### src/rtl/wash_billing_pkg.sv
// Shared definitions for the coin-op washer billing block: state codes,
// BCD limits, size encoding and a BCD helper used for elaboration-time constants.
package wash_billing_pkg;

  typedef logic [11:0] bcd_t;

  localparam logic [2:0] ST_IDLE = 3'd0;
  localparam logic [2:0] ST_WASH = 3'd1;
  localparam logic [2:0] ST_DRY  = 3'd2;
  localparam logic [2:0] ST_WAIT = 3'd3;
  localparam logic [2:0] ST_PAY  = 3'd4;

  localparam bcd_t BCD_MAX  = 12'h999;
  localparam bcd_t BCD_ZERO = 12'h000;
  localparam bcd_t BCD_ONE  = 12'h001;

  localparam logic [1:0] SIZE_NONE  = 2'd0;
  localparam logic [1:0] SIZE_SMALL = 2'd1;
  localparam logic [1:0] SIZE_MED   = 2'd2;
  localparam logic [1:0] SIZE_BIG   = 2'd3;

  function automatic int bcd_to_int(input bcd_t v);
    return int'(v[11:8]) * 100 + int'(v[7:4]) * 10 + int'(v[3:0]);
  endfunction

endpackage

### src/rtl/wash_billing_bcd_add3.sv
// Three-digit BCD adder/subtractor; clamps to 999 on carry-out and to 000 on
// borrow-out so no amount or timer ever wraps.
module bcd_add3
  import wash_billing_pkg::*;
(
  input  logic [11:0] a,
  input  logic [11:0] b,
  input  logic        sub,
  output logic [11:0] y
);

  function automatic bcd_t bcd_addsub_sat(input bcd_t x, input bcd_t z, input logic do_sub);
    bcd_t       r;
    logic       c;
    logic [4:0] d;
    r = BCD_ZERO;
    c = 1'b0;
    for (int i = 0; i < 3; i++) begin
      if (do_sub) begin
        // bit 4 of the 5-bit difference is the digit borrow
        d = {1'b0, x[4*i +: 4]} - {1'b0, z[4*i +: 4]} - {4'b0, c};
        c = d[4];
        if (c) d = d + 5'd10;
      end else begin
        d = {1'b0, x[4*i +: 4]} + {1'b0, z[4*i +: 4]} + {4'b0, c};
        c = (d > 5'd9);
        if (c) d = d - 5'd10;
      end
      r[4*i +: 4] = d[3:0];
    end
    if (c) r = do_sub ? BCD_ZERO : BCD_MAX;
    return r;
  endfunction

  assign y = bcd_addsub_sat(a, b, sub);

endmodule

### src/rtl/wash_billing.sv
// Washer order controller: runs wash/dry timers on a one-second tick, accrues
// overtime fines while laundry waits, and accumulates takings and run time.
module wash_billing
  import wash_billing_pkg::*;
#(
  parameter int          TICK_DIV    = 100000000,
  parameter logic [11:0] WASH_S      = 12'h030,
  parameter logic [11:0] WASH_M      = 12'h045,
  parameter logic [11:0] WASH_B      = 12'h060,
  parameter logic [11:0] DRY_T       = 12'h020,
  parameter logic [11:0] FINE_PERIOD = 12'h010
) (
  input  logic        clk,
  input  logic        rst,
  input  logic        on,
  input  logic        start,
  input  logic        collect,
  input  logic [1:0]  size,
  input  logic        dry,
  input  logic [11:0] dy_price,
  input  logic [11:0] s_price,
  input  logic [11:0] m_price,
  input  logic [11:0] b_price,
  input  logic [11:0] setfine,
  output logic [2:0]  st,
  output logic [11:0] remain,
  output logic [11:0] charge,
  output logic [11:0] profit,
  output logic [11:0] runtime,
  output logic        done
);

  localparam int               CNT_W     = (TICK_DIV > 1) ? $clog2(TICK_DIV) : 1;
  localparam logic [CNT_W-1:0] CNT_LAST  = CNT_W'(TICK_DIV - 1);
  localparam int               FINE_N    = bcd_to_int(FINE_PERIOD);
  localparam logic [9:0]       FINE_LAST = 10'(FINE_N - 1);

  logic [CNT_W-1:0] cnt;
  logic [9:0]       fcnt;
  logic             dry_l;
  bcd_t             fine_l;
  logic             timed, tick, go, fine_hit;
  bcd_t             price_sel, wash_sel, add_a, add_b;
  bcd_t             charge_sum, profit_sum, runtime_sum, remain_step;

  assign timed    = on && ((st == ST_WASH) || (st == ST_DRY) || (st == ST_WAIT));
  assign tick     = timed && (cnt == CNT_LAST);
  assign go       = on && start && (st == ST_IDLE) && (size != SIZE_NONE);
  assign fine_hit = (FINE_N != 0) && (fcnt == FINE_LAST);
  assign done     = (st == ST_WAIT);

  always_comb begin
    price_sel = BCD_ZERO;
    wash_sel  = BCD_ZERO;
    case (size)
      SIZE_SMALL: begin price_sel = s_price; wash_sel = WASH_S; end
      SIZE_MED:   begin price_sel = m_price; wash_sel = WASH_M; end
      SIZE_BIG:   begin price_sel = b_price; wash_sel = WASH_B; end
      default:    begin price_sel = BCD_ZERO; wash_sel = BCD_ZERO; end
    endcase
  end

  // One adder serves both the order price at start and fine accrual in WAIT.
  assign add_a = (st == ST_IDLE) ? price_sel : charge;
  assign add_b = (st == ST_IDLE) ? (dry ? dy_price : BCD_ZERO) : fine_l;

  bcd_add3 u_charge  (.a(add_a),   .b(add_b),   .sub(1'b0),           .y(charge_sum));
  bcd_add3 u_profit  (.a(profit),  .b(charge),  .sub(1'b0),           .y(profit_sum));
  bcd_add3 u_runtime (.a(runtime), .b(BCD_ONE), .sub(1'b0),           .y(runtime_sum));
  bcd_add3 u_remain  (.a(remain),  .b(BCD_ONE), .sub(st != ST_WAIT),  .y(remain_step));

  always_ff @(posedge clk) begin
    if (rst) begin
      st      <= ST_IDLE;
      remain  <= BCD_ZERO;
      charge  <= BCD_ZERO;
      profit  <= BCD_ZERO;
      runtime <= BCD_ZERO;
      cnt     <= '0;
      fcnt    <= '0;
      dry_l   <= 1'b0;
      fine_l  <= BCD_ZERO;
    end else if (on) begin
      if (timed) cnt <= tick ? '0 : cnt + 1'b1;
      case (st)
        ST_IDLE: begin
          if (go) begin
            st     <= ST_WASH;
            dry_l  <= dry;
            fine_l <= setfine;
            charge <= charge_sum;
            remain <= wash_sel;
            cnt    <= '0;
          end
        end
        ST_WASH: begin
          fcnt <= '0;
          if (tick) begin
            runtime <= runtime_sum;
            remain  <= remain_step;
            if (remain_step == BCD_ZERO) begin
              if (dry_l) begin
                st     <= ST_DRY;
                remain <= DRY_T;
              end else begin
                st <= ST_WAIT;
              end
            end
          end
        end
        ST_DRY: begin
          fcnt <= '0;
          if (tick) begin
            runtime <= runtime_sum;
            remain  <= remain_step;
            if (remain_step == BCD_ZERO) st <= ST_WAIT;
          end
        end
        ST_WAIT: begin
          // collect takes priority over a fine landing on the same tick
          if (collect) begin
            st <= ST_PAY;
          end else if (tick) begin
            remain <= remain_step;
            if (fine_hit) begin
              charge <= charge_sum;
              fcnt   <= '0;
            end else begin
              fcnt <= fcnt + 1'b1;
            end
          end
        end
        ST_PAY: begin
          profit <= profit_sum;
          charge <= BCD_ZERO;
          remain <= BCD_ZERO;
          st     <= ST_IDLE;
        end
        default: st <= ST_IDLE;
      endcase
    end
  end

endmodule
### config.mk
export PLATFORM = sky130hd
export DESIGN_NAME = wash_billing
export DESIGN_NICKNAME = d
export VERILOG_FILES = /design/src/rtl/wash_billing_pkg.sv /design/src/rtl/wash_billing_bcd_add3.sv /design/src/rtl/wash_billing.sv
export SDC_FILE = /design/constraint.sdc
export NUM_CORES = 1
export LEC_CHECK = 0
export CORE_ASPECT_RATIO = 1.4
export CORE_UTILIZATION = 40
export DETAILED_ROUTE_END_ITERATION = 10
export PLACE_DENSITY_LB_ADDON = 0.15
export SETUP_SLACK_MARGIN = 0.15
export SLEW_MARGIN = 20
export SYNTH_ARGS = -nofsm -noshare
export SYNTH_HDL_FRONTEND = slang
export SYNTH_SLANG_ARGS = --single-unit
export TNS_END_PERCENT = 30
### constraint.sdc
create_clock -name clk -period 19.28 [get_ports clk]
set_clock_uncertainty 0.1 [all_clocks]
set_input_delay 3.856 -clock clk [delete_from_list [all_inputs] [get_ports clk]]
set_output_delay 3.856 -clock clk [all_outputs]
set_load 0.01 [all_outputs]
==> results of run 1 <==
==> metal layers <==
| layer | global-route usage | vias to the layer above |
|---|---|---|
| li1 | - | 3691 |
| met1 | 0.252 | 3414 |
| met2 | 0.406 | 159 |
| met3 | 0.0317 | 29 |
| met4 | 0.0875 | 0 |
| met5 | 0 | - |
==> worst max path at each step <==
stage | endpoint | start | slack [ns]
global route | charge[9] | size[0] | 7.91
global placement | charge[9] | size[0] | 8.42
finish | charge[10] | size[0] | 8.54
detailed placement | charge[9] | size[0] | 8.17
CTS | charge[10] | size[0] | 8.53
floorplan | charge[10] | size[0] | 9.66
==> state kept, by name (all words and copies together) (netlist names) <==
name,count
runtime,12
dry_l,1
fcnt,10
fine_l,12
profit,12
cnt,27
remain,12
charge,12
st,3
==> cell type report <==
type | instances | share of cell area
Clock buffer | 11 | 0.0261
Clock inverter | 5 | 0.00713
Inverter | 46 | 0.0186
Multi-Input combinational cell | 792 | 0.566
Sequential cell | 101 | 0.217
Tap cell | 244 | 0.0328
Timing Repair Buffer | 124 | 0.132
==> per-stage QoR <==
stage,instances,area [µm²]
after floorplan,987,7660
after global placement,1307,8990
after detailed placement,1307,8990
after CTS,1323,9300
after global routing,1323,9300
final,1323,9300
==> power by group <==
| part | switching [µW] | total [µW] | leakage, µW | internal [µW] |
|---|---|---|---|---|
| registers | 5.61 | 218 | 0.000815 | 212 |
| clock network | 85.9 | 192 | 0.000148 | 106 |
| logic | 58.0 | 108 | 0.00259 | 50.2 |
==> cell families after synthesis <==
| logic type | count (synthesis) | synth area share |
|---|---|---|
| flops | 101 | 0.264 |
| compound gates | 240 | 0.204 |
| mux | 30 | 0.0422 |
| xor+xnor | 39 | 0.0446 |
| fa+ha+maj | 66 | 0.118 |
| buf+inv | 94 | 0.0484 |
| simple gates | 417 | 0.279 |
==> worst max-delay path, delay by kind of cell <==
kind | cells | cell delay (ns)
fa+ha+maj | 5 | 2.00
simple gates | 5 | 1.60
xor+xnor | 3 | 0.61
compound gates | 6 | 1.69
buf+inv | 4 | 1.17
==> cells in the final DEF (no fill, tap or decap), types with 12 or more instances in the layout <==
cell             count
nor2b_1             15
nand2_1            116
mux2_2              18
xor2_1              12
mux2i_1             12
clkdlybuf4s50_1    118
a21o_1              17
o21ai_0             44
inv_1               45
dfxtp_1            101
ha_1                56
a21oi_1             76
xnor2_1             27
nor2_1             104
nand2b_1            16
nand3_1             43
nor3_1              27
and3_1              16
==> summary.md, run 1 <==
| Metric | Value |
|---|---|
| Status | `finished, final reports clean` |
| IO Port Bufs | `around 120` |
| Row count | `59` |
| Initial drt markers | `342` |
| Post-Syn Nets | `about 1100` |
| Drt pass-1 iters | `5` |
| FF+latch count, synth | `101` |
| RSZ-0062 raised after global routing | `false` |
| Placeable Area | `~19000 µm²` |
| Post-route ant nets | `0` |
| Critical Path Source Type | `input pin` |
| Worst-path fanout max | `17` |
| Routed WL per cell | `about 16 µm` |
| Clock sinks | `just over 100` |
| Worst EP required | `about 19 ns` |
| Die X | `approximately 120 µm` |
| Synth warn | `0` |
| First-pass GRT wire length | `35200 µm` |
| Bufs on Longest Clock Path | `2` |
| Number of H-tree levels | `3` |
| Worst Hold Class | `flop to flop` |
| Post-Route WL | `about 21000 µm` |
| CTS resizes | `0` |
| Die height | `~170 µm` |
| Total die area | `19700 µm²` |
| Layout cells sized above 1 | `0.0593` |
| CP endpoint kind | `flop` |
| Top routing layer in use | `met4` |
| VDD IR-drop max | `38.1 µV` |
| WP data arrival | `10.93 ns` |
| Synthesis-to-finish area growth | `21.4%` |
| Wl on met1 | `approximately 9000 µm` |
| FF/Latch Area | `between 2000 and 2500 µm²` |
| Slowest stage cell, crit path | `clkdlybuf4s50_1` |
| Worst r2r path cells | `23` |
| TritonCTS clock tree | `built` |
| Crit path cell chain | `clkdlybuf4s50_1 -> nor2b_1 -> a22oi_1 -> a21oi_1 -> inv_1 -> fa_1 -> xor2_1 -> nand2_1 -> a21oi_1 -> inv_1 -> fa_1 -> fa_1 -> xnor2_1 -> and2_1 -> o21ai_0 -> fa_1 -> inv_1 -> fa_1 -> xnor2_1 -> nand2b_1 -> a21o_1 -> nor4b_4 -> a22o_1` |
| Overall power | `518 µW` |
| Antenna diode count | `0` |
| Final Worst Setup Slack | `roughly 8.5 ns` |
| Routability-driven placement congestion ratio | `between 0.8 and 0.9` |
| WHS Path Cells | `2` |
| Min-Delay Endpoint | `fine_l[4]` |
| Final Hold Fails | `0` |
| Vias in the first global route | `7163` |
| Reg-to-reg critical path endpoint | `charge[10]` |
| Starting Density | `0.410` |
| Peak Freq | `0.0931 GHz` |
| Root Driver | `clkbuf_16` |
| GRT overflow | `0` |
| Slew margin rel. | `0.320` |
| Largest net degree at the start of global routing | `85` |
| Reg2reg start | `st[1]` |
| Top cells by count, synth | `nand2_1 (116), nor2_1 (104), dfxtp_1 (101)` |
| Top FF cell, synth | `dfxtp_1` |
| Slew @ Worst Pin | `1.02 ns` |
| Reg2reg setup slack | `12.03 ns` |
| Fin. max-slew vios | `0` |
| Clock Latency Late Sink | `between 0.3 and 0.4 ns` |
| Nets | `1208` |
| Leak | `0.00355 µW` |
| Mapped Cells | `~990` |
| Worst Setup Path Type | `input pin to flop` |
| # fillers | `between 1500 and 2000` |
| Hold path start | `fine_l[4]` |
| Syn_area_per_cell | `about 7.8 µm²` |
| Max incr delay on CP | `approximately 0.91 ns` |
| Critical path's most frequent cell | `fa_1` |
| IO Pins | `120` |
| Met3 WL | `772 µm` |
| CTS Buf Count | `9` |
| Cell taking the most area after synthesis | `dfxtp_1` |
| Minimum clock period | `~11 ns` |
| Vias | `between 7000 and 8000` |
| Post-Syn Area | `about 7700 µm²` |
| Distinct cells, synth | `79` |
| Top-area cell type share of the netlist area | `0.264` |
| Postcts setup bufs | `0` |
| Hold_ws | `about 0.36 ns` |
| Register area share after synthesis | `0.264` |
| Vias/cell | `5.51` |
| Area of the multi-input gates | `about 5300 µm²` |
| Met2 routed WL | `around 11000 µm` |
| DP HPWL | `16000 µm` |
| Pwr Density | `around 56 nW/µm²` |
| Ranking of synthesized cells by area | `dfxtp_1 (26%), ha_1 (9.2%), nand2_1 (5.7%)` |
| Max cap viols | `0` |
| Initial antenna violation count | `0` |
| Final core utilization | `0.498` |
| # DRC | `0` |
| GRT Total Usage | `0.220` |
| Endpoints failing setup | `0` |
| Post-synth EDFFs | `0` |
| Cts hold-fix bufs | `0` |
| Setup tns final | `0 ns` |
| Clock Pin Slew Worst Setup and Hold Paths | `roughly 0.080 ns` |
| Async set-reset flop share out of synthesis | `0` |
| Count leader, synth | `nand2_1` |
| Crit share post-route | `0.557` |
| Pre-CTS setup slack | `~8.2 ns` |
(Power assumes the default switching activity.)
==> run 2, diff against run 1 <==
clock period = 11.2 ns   (was 19.28 ns; I/O delays follow)
==> summary.md, run 2 (synthesis gave the netlist of run 1 again) <==
| Metric | Value |
|---|---|
| WP data arrival | `approximately 9.3 ns` |
| Nets | `approximately 1200` |
| Setup tns final | `0 ns` |
| Endpoints failing setup | `0` |
| Clock sinks | `~100` |
| Layout cells sized above 1 | `0.0593` |
| # DRC | `0` |
| CTS Buf Count | `9` |
| Worst-path fanout max | `17` |
| Number of H-tree levels | `3` |
| Cts hold-fix bufs | `0` |
| Slew margin rel. | `0.309` |
| GRT Total Usage | `0.219` |
| Post-route cell area | `approximately 9300 µm²` |
| DP HPWL | `between 15000 and 20000 µm` |
| Most frequent cells in the layout | `clkdlybuf4s50_1 (118), nand2_1 (116), nor2_1 (104), dfxtp_1 (101), a21oi_1 (76)` |
| GRT overflow | `0` |
| Total die area | `around 20000 µm²` |
| Overall power | `between 800 and 900 µW` |
| Biggest register | `cnt` |
| Initial drt markers | `323` |
| CP Buf/Inv Count | `4` |
| Critical path's most frequent cell | `fa_1` |
| Worst Hold Class | `flop to flop` |
| Leak | `between 0.003 and 0.004 µW` |
| Max cap viols | `0` |
| Antenna diode count | `0` |
| DP Area | `about 9000 µm²` |
| # fillers | `between 1500 and 2000` |
| Largest net degree at the start of global routing | `85` |
| Slowest stage cell, crit path | `clkdlybuf4s50_1` |
| Critical Path Source Type | `input pin` |
| IO Pins | `120` |
| Minimum clock period | `slightly above 9 ns` |
| CP endpoint kind | `flop` |
| Clock Latency Late Sink | `between 0.3 and 0.4 ns` |
| Die X | `approximately 120 µm` |
| First-pass GRT wire length | `between 30000 and 40000 µm` |
| Worst r2r path cells | `23` |
| Placeable Area | `18700 µm²` |
| Fin. max-slew vios | `0` |
| CTS resizes | `0` |
| Worst EP required | `between 10 and 15 ns` |
| Slew @ Worst Pin | `about 1.0 ns` |
| Largest register FFs | `27` |
| Peak Freq | `between 0.1 and 0.15 GHz` |
| Post-route ant nets | `0` |
| IO Port Bufs | `about 120` |
| Vias in the first global route | `slightly above 7000` |
| Routed WL per cell | `15.9 µm` |
| Max incr delay on CP | `a little over 0.9 ns` |
| Pre-CTS setup slack | `roughly 1.7 ns` |
| Commonest non-fill, non-tap cell in the layout | `clkdlybuf4s50_1` |
| VDD IR-drop max | `between 60 and 70 µV` |
| Crit path cell chain | `clkdlybuf4s50_1 -> nor2b_1 -> a22oi_1 -> a21oi_1 -> inv_1 -> fa_1 -> xor2_1 -> nand2_1 -> a21oi_1 -> inv_1 -> fa_1 -> fa_1 -> xnor2_1 -> and2_1 -> o21ai_0 -> fa_1 -> inv_1 -> fa_1 -> xnor2_1 -> nand2b_1 -> a21o_1 -> nor4b_4 -> a22o_1` |
| Post-Route WL | `21000 µm` |
| Postcts setup bufs | `0` |
| Drt pass-1 iters | `4` |
| TritonCTS clock tree | `built` |
| Vias/cell | `roughly 5.5` |
| Number of cells on the critical path | `23` |
| Pwr Density | `roughly 96 nW/µm²` |
| Final Hold Fails | `0` |
| Vias | `approximately 7300` |
| Initial antenna violation count | `0` |
| Final Worst Setup Slack | `between 2 and 2.5 ns` |
| Synthesis-to-finish area growth | `21.4%` |
| Bufs on Longest Clock Path | `2` |
| Clock Pin Slew Worst Setup and Hold Paths | `~0.07 ns` |
| WHS Path Cells | `2` |
| Worst Setup Path Type | `input pin to flop` |
| Crit share post-route | `0.814` |
| Starting Density | `0.410` |
| Row count | `59` |
| Root Driver | `clkbuf_16` |
| Die height | `~170 µm` |
| CP top delay family | `adder cells` |
| Status | `finished, final reports clean` |
| Routability-driven placement congestion ratio | `about 0.84` |
| RSZ-0062 raised after global routing | `false` |
## run 2: cell counts in the layout (fill, tap and decap cells not counted)
Identical to the previous run, type by type.
## run 2: routing by layer
| metal | track usage | vias to the layer above | routed length [µm] |
|---|---|---|---|
| li1 | - | 3693 | - |
| met1 | 0.250 | 3370 | 8710 |
| met2 | 0.408 | 181 | 10900 |
| met3 | 0.0313 | 30 | 866 |
| met4 | 0.0815 | 0 | 535 |
| met5 | 0 | - | 0 |
## run 2: final cells by class
| class | count | area [µm²] | share of cell area |
|---|---|---|---|
| multi-input cells | 792 | 5260 | 0.566 |
| flip-flops and latches | 101 | 2020 | 0.217 |
| repair buffers | 124 | 1220 | 0.132 |
| well taps | 244 | 305 | 0.0328 |
| clock buffers | 11 | 243 | 0.0261 |
| inverters | 46 | 173 | 0.0186 |
| clock inverters | 5 | 66.3 | 0.00713 |
## run 2: final timing paths
path              from          to  slack, ns
max            size[0]  charge[10]       2.09
min          fine_l[3]   fine_l[3]       0.36
max reg2reg      st[1]  charge[10]       3.97
min reg2reg  fine_l[3]   fine_l[3]       0.36
## run 2: power breakdown
group          internal (µW)  total [µW]  switching, µW  leakage (µW)
registers                365         375           9.66      0.000815
logic                   86.4         186           99.8       0.00259
clock network            182         328            146      0.000148
total                    634         889            255       0.00355
## run 2: worst min-delay path: stages (launching register included)
cell and delay, ns:
dfxtp_1 0.31, nand2_1 0.05, a21oi_1 0.05
## run 2: metrics by stage
stage | cells | util | hold slack (ns)
global placement | 1307 | 0.481 | 0.347
finish | 1323 | 0.498 | 0.360
CTS | 1323 | 0.498 | 0.363
detailed placement | 1307 | 0.481 | 0.352
floorplan | 987 | - | 0.337
global route | 1323 | 0.498 | 0.378
